File: src/rtl/up_counter_4bit_ctl_if.sv
// Bus for the controlled up counter: control strobes in, count and status out.
// Signalling: no valid/ready pairs. Every input is a level sampled on each
// rising clk edge (load, clr_ovf and en act as per-edge strobes), and every
// output is valid throughout the cycle that follows the edge that produced it.
interface up_counter_4bit_ctl_if #(
    parameter int WIDTH = 4
);
    logic             en;
    logic             load;
    logic [WIDTH-1:0] load_val;
    logic [WIDTH-1:0] mod_max;
    logic             sat;
    logic             clr_ovf;
    logic [WIDTH-1:0] count;
    logic             at_max;
    logic             wrap;
    logic             ovf;

    modport master (
        output en, load, load_val, mod_max, sat, clr_ovf,
        input  count, at_max, wrap, ovf
    );

    modport slave (
        input  en, load, load_val, mod_max, sat, clr_ovf,
        output count, at_max, wrap, ovf
    );
endinterface

File: src/rtl/up_counter_4bit_ctl.sv
// Controlled up counter with prescaler, programmable terminal value,
// synchronous load, wrap/saturate mode and wrap/overflow status.
// Per-edge priority is load, then step, then hold.
module up_counter_4bit_ctl #(
    parameter int WIDTH = 4,
    parameter int DIV   = 1
) (
    input  logic                 clk,
    input  logic                 rst_n,
    up_counter_4bit_ctl_if.slave bus
);
    // Prescaler needs at least one bit even when DIV=1 (it then stays at 0).
    localparam int                PW         = (DIV > 1) ? $clog2(DIV) : 1;
    localparam logic [PW-1:0]     PRESC_LAST = PW'(DIV - 1);

    logic [WIDTH-1:0] count_q, count_d;
    logic [PW-1:0]    presc_q, presc_d;
    logic             wrap_q, wrap_d;
    logic             ovf_q, ovf_d;
    logic             step;
    logic             at_max;

    // Terminal decode; >= also catches a load_val or mod_max change above/below count.
    assign at_max = (count_q >= bus.mod_max);

    // Next-state: load overrides stepping; ovf set beats clr_ovf on the same edge.
    always_comb begin
        count_d = count_q;
        presc_d = presc_q;
        wrap_d  = 1'b0;
        ovf_d   = ovf_q;
        step    = 1'b0;
        if (bus.clr_ovf) begin
            ovf_d = 1'b0;
        end
        if (bus.load) begin
            count_d = bus.load_val;
            presc_d = '0;
        end else if (bus.en) begin
            if (presc_q == PRESC_LAST) begin
                presc_d = '0;
                step    = 1'b1;
            end else begin
                presc_d = presc_q + 1'b1;
            end
            if (step) begin
                if (at_max) begin
                    ovf_d = 1'b1;
                    if (!bus.sat) begin
                        count_d = '0;
                        wrap_d  = 1'b1;
                    end
                end else begin
                    count_d = count_q + 1'b1;
                end
            end
        end
    end

    // State registers; async reset also kills a pending wrap pulse.
    always_ff @(posedge clk or negedge rst_n) begin
        if (!rst_n) begin
            count_q <= '0;
            presc_q <= '0;
            wrap_q  <= 1'b0;
            ovf_q   <= 1'b0;
        end else begin
            count_q <= count_d;
            presc_q <= presc_d;
            wrap_q  <= wrap_d;
            ovf_q   <= ovf_d;
        end
    end

    assign bus.count  = count_q;
    assign bus.at_max = at_max;
    assign bus.wrap   = wrap_q;
    assign bus.ovf    = ovf_q;
endmodule
File: src/flat_wrapper.sv
// flat-port wrapper written by rule: the top's interface ports become plain ports
module up_counter_4bit_ctl_flat 
#(
    parameter int WIDTH = 4,
    parameter int DIV   = 1
)
  (clk, rst_n, bus_en, bus_load, bus_load_val, bus_mod_max, bus_sat, bus_clr_ovf, bus_count, bus_at_max, bus_wrap, bus_ovf);
  up_counter_4bit_ctl_if #(.WIDTH(WIDTH)) bus_i ();
  input  logic clk;
  input  logic rst_n;
  input wire logic [$bits(bus_i.en)-1:0] bus_en;
  input wire logic [$bits(bus_i.load)-1:0] bus_load;
  input wire logic [$bits(bus_i.load_val)-1:0] bus_load_val;
  input wire logic [$bits(bus_i.mod_max)-1:0] bus_mod_max;
  input wire logic [$bits(bus_i.sat)-1:0] bus_sat;
  input wire logic [$bits(bus_i.clr_ovf)-1:0] bus_clr_ovf;
  output wire logic [$bits(bus_i.count)-1:0] bus_count;
  output wire logic [$bits(bus_i.at_max)-1:0] bus_at_max;
  output wire logic [$bits(bus_i.wrap)-1:0] bus_wrap;
  output wire logic [$bits(bus_i.ovf)-1:0] bus_ovf;
  assign bus_i.en = bus_en;
  assign bus_i.load = bus_load;
  assign bus_i.load_val = bus_load_val;
  assign bus_i.mod_max = bus_mod_max;
  assign bus_i.sat = bus_sat;
  assign bus_i.clr_ovf = bus_clr_ovf;
  assign bus_count = bus_i.count;
  assign bus_at_max = bus_i.at_max;
  assign bus_wrap = bus_i.wrap;
  assign bus_ovf = bus_i.ovf;
  up_counter_4bit_ctl #(.WIDTH(WIDTH), .DIV(DIV)) u_core (.clk(clk), .rst_n(rst_n), .bus(bus_i));
endmodule
File: config.mk
export PLATFORM = sky130hd
export DESIGN_NAME = up_counter_4bit_ctl_flat
export DESIGN_NICKNAME = d
export VERILOG_FILES = /design/src/rtl/up_counter_4bit_ctl_if.sv /design/src/rtl/up_counter_4bit_ctl.sv /design/src/flat_wrapper.sv
export SDC_FILE = /design/constraint.sdc
export NUM_CORES = 1
export LEC_CHECK = 0
export CAP_MARGIN = 30
export CORE_AREA = 5 5 42 44
export DETAILED_ROUTE_END_ITERATION = 12
export DIE_AREA = 0 0 47 49
export PLACE_DENSITY = 0.77
export RECOVER_POWER = 25
export SLEW_MARGIN = 20
export SYNTH_ARGS = -nofsm -noshare
export SYNTH_HDL_FRONTEND = slang
export SYNTH_SLANG_ARGS = --single-unit
File: constraint.sdc
create_clock -name clk -period 4 [get_ports clk]
set_input_delay 1.2 -clock clk [delete_from_list [all_inputs] [get_ports clk]]
set_output_delay 1.2 -clock clk [all_outputs]
set_load 0.005 [all_outputs]
* Yosys cells after proc, flatten, opt, wreduce, memory -nomap -nowiden *
Cells that the tools add are included.

word-level totals
  output and inout port bits = 7
  register bits after elaboration = 7
  bits of input ports = 14

cells by class
  reduce and logical (&&, ||, !) cells = 3
  equal/unequal tests = 1
  add/subtract/negate cells = 2
  order comparisons = 1
  mux-type cells = 21

operators with widths
  cell                                           count
  two-way mux 4 bit                              5
  two-way mux 1 bit                              16
  adder 4 x 1 -> 4 bit (second input constant)   1
  >= comparator 4 bit                            1
  nonzero test 2 bit                             2
  inequality test 3 bit (second input constant)  1
  AND reduction 3 bit                            1
  adder 1 bit (second input constant)            1

* Depth between registers and ports, before layout *
  depth after elaboration = 6
  depth in mapped cells = 6

* Worst setup path after synthesis *
No wires, ideal clock.

  path type = input to output
  start = input bus_mod_max[3]
  end = output bus_at_max
  stages = 4
  setup slack = 0.949 ns
  arrival time = 1.851 ns
  cells stage by stage = inv_1 > ha_1 > a21oi_1 > o21ai_2

between the ends
  longest elaborated chain between the ends = 1

RTL lines
  element              RTL line                   RTL
  from (decl)          flat_wrapper.sv:14         input wire logic [$bits(bus_i.mod_max)-1:0] bus_mod_max;
  >= comparator 4 bit  up_counter_4bit_ctl.sv:24  assign at_max = (count_q >= bus.mod_max);
  to (decl)            flat_wrapper.sv:18         output wire logic [$bits(bus_i.at_max)-1:0] bus_at_max;

Every way passes these cells.

* Final worst setup path *
Ends and elaborated chain as after synthesis.

==> flow_summary.ini <==
[sta]
final-setup-viol-count = 0
rsz0062_at_grt = false
worstMarginPinSlew_ns = 0.3186
relSlewSlack_pct = 78.69
finalCritPeriodShare_pct = 91.98
post-route-min-period_ns = 3.679
hold_violations = 0
tns_ns = 0
whs_ns = 0.5379
final_max_slew_viol_count = 0
skew_ns = 0.007404
timing.fmax_mhz = 271.8

[synthesis]
syn_inst = 46
ys_types = 21
synth_top_flop_cell = dfrtp_1
synth_nets = 65
netlist_area_um2 = 446.7
synthArstFlopShare_pct = 100.0
netlist.top_cell.by_area = dfrtp_1
yosysWarnings = 0
synth-seq-area-share_pct = 33.61
synth_top_area_share_pct = 33.61
avgSynthCellArea_um2 = 9.710
ys_seq_elements = 6
synth_edf_count = 0
synthTopCellsByArea = dfrtp_1, ha_1, inv_1, o211ai_2, mux2i_1

[global_routing]
grt_pass1_vias = 426
antenna_found_initial = 0
grt_remaining_overflow = 0
grt_max_degree = 11
grt_first_pass_wirelength_um = 1787
track_usage_pct = 10.81

[worst_setup_path]
path_class = in -> out
cp_cell_sequence = clkdlybuf4s50_1 > inv_1 > ha_1 > a21oi_1 > o21ai_2 > dlymetal6s2s_1
start_kind = input pin
path_buf_inv = 3
cpMaxStageDelayCell = clkdlybuf4s50_1
crit_required_ns = 2.80
worst_ep_arrival_time_ns = 2.48
cp_max_fo = 2
crit_family = buffers and inverters
max_stage_delay_ns = 0.45
endpoint_kind = output port

[power]
power_leakage_nw = 0.3295
p_sw_w = 0.0001029
seqPwrFrac_pct = 31.3
p_total_w = 0.0003000
swShare_pct = 34.31
power_frac_clock_pct = 19.0
ir_worst_vdd_mv = 0.2500
power_density_mw_per_mm2 = 427.3
internal-power_w = 0.0001970
power_frac_comb_pct = 49.7

[die]
die_area_mm2 = 0.002303
placementRows = 14
start_util_pct = 31.87
ios = 21
die_h_um = 49
core_mm2 = 0.001401
die_x_um = 47

[place]
numPortBuffers = 20
postPlaceCellArea_um2 = 676.9
gp_congestion = 0.7917
hpwl_um = 902.1
placed_cells = 83

[run]
drv_cap = 0

[clocking]
hold_buffers = 0
cts_buffers = 3
cts_max_path_buffers = 2
cts_tree = yes
path_clk_slew_ns = 0.05
clock-sinks = 6
htreeDepth = 1
clock_latency_ns = 0.25
root_buffer = clkbuf_4

[drt]
wl_um = 1083
num_vias = 431
drt-pass1-iter-count = 3
viasPerCell = 5.012
ant_nets = 0
drc = 0
avgRoutedWirePerCell_um = 12.59
first_iter_violations = 5

[min_path]
hold_class = reg -> reg

[layout]
seqCellArea_um2 = 150.1
layout.nets = 91
final_cell_mix = clkdlybuf4s50_1, inv_1, dfrtp_1
multi_input_area_um2 = 265.3
syn_to_final_growth_pct = 57.14
fin_area_um2 = 701.9
layout_commonest_cell = clkdlybuf4s50_1
layout-drive-gt1-share_pct = 15.71
fill_cells = 152
n_antenna_cell = 0
stdcell_count = 86

[run_status]
status = complete, no violations
[logic make-up (layout without fill, tap and decap cells)]
group	after synthesis	in the layout	synth area share, %
AOI/OAI and AO/OA	11	11	19.61
buffers and inverters	8	32	7.003
DFF	6	6	33.61
muxes	3	3	7.842
adders and majority gates	5	5	14.01
and+or+nand+nor	13	13	17.93
[synthesized netlist by cell type, types with 2 or more instances]
| library cell | instances |
|---|---|
| inv_1 | 7 |
| dfrtp_1 | 6 |
| ha_1 | 5 |
| nand2_1 | 4 |
| a21oi_1 | 3 |
| nand3_1 | 3 |
| mux2i_1 | 2 |
| o211ai_2 | 2 |
| o311ai_1 | 2 |
[layer usage]
| layer | GRT usage (%) | vias to the layer above | share of wire, % |
|---|---|---|---|
| li1 | - | 212 | - |
| met1 | 13.78 | 203 | 47 |
| met2 | 15.16 | 16 | 45 |
| met3 | 5.535 | 0 | 8.6 |
| met4 | 4.147 | 0 | 0 |
| met5 | 0 | - | 0 |
[what timing repair did]
item | in CTS | in global routing
resized for setup | 0 | 1
setup endpoints to repair | 0 | 1
buffers inserted | 0 | 0
endpoints found under the hold margin | 0 | 0
[state kept, by name, indices dropped and copies added (netlist names)]
name,flops
u_core.bus.count,4
u_core.bus.ovf,1
u_core.bus.wrap,1
[through the flow]
step / util, % / setup WS (ns)
global route: 50.09 / 0.2412
CTS: 49.91 / 0.001708
detailed placement: 48.30 / 0.02173
global placement: 48.30 / 0.02885
floorplan: - / 0.9488
finish: 50.09 / 0.3210
[worst paths after layout]
check / startpoint / end / slack, ns / depth (start not counted)
setup / recovery: bus_mod_max[3] / bus_at_max / 0.32 / 6
hold / removal: u_core.bus.ovf / u_core.bus.ovf / 0.54 / 2
setup reg to reg: u_core.bus.count[3] / u_core.bus.count[1] / 2.21 / 6
hold reg to reg: u_core.bus.ovf / u_core.bus.ovf / 0.54 / 2
max in group asynchronous: rst_n / u_core.bus.count[1] / 2.49 / 1
min in group asynchronous: rst_n / u_core.bus.count[3] / 1.27 / 1
[cell type report]
cell class	instances	area share [%]
inverters	7	3.743
multi-input cells	32	37.79
flip-flops and latches	6	21.39
clock buffers	3	3.209
repair buffers	22	31.02
well taps	16	2.852
[worst min-delay path: stages, from the launching register on]
cell and delay [ns]:
dfrtp_1 0.38, inv_1 0.05, o21ai_0 0.07
[power groups by stage]
stage / logic [W] / registers, W / clock network, W
final: 0.000149 / 0.0000939 / 0.0000571
after global routing: 0.000164 / 0.0000962 / 0.0000662
after CTS: 0.000152 / 0.0000940 / 0.0000596
after detailed placement: 0.000151 / 0.0000947 / 0
after global placement: 0.000149 / 0.0000945 / 0
after floorplan: 0.0000770 / 0.0000920 / 0
Note: power is estimated with default switching activity, not from simulation.
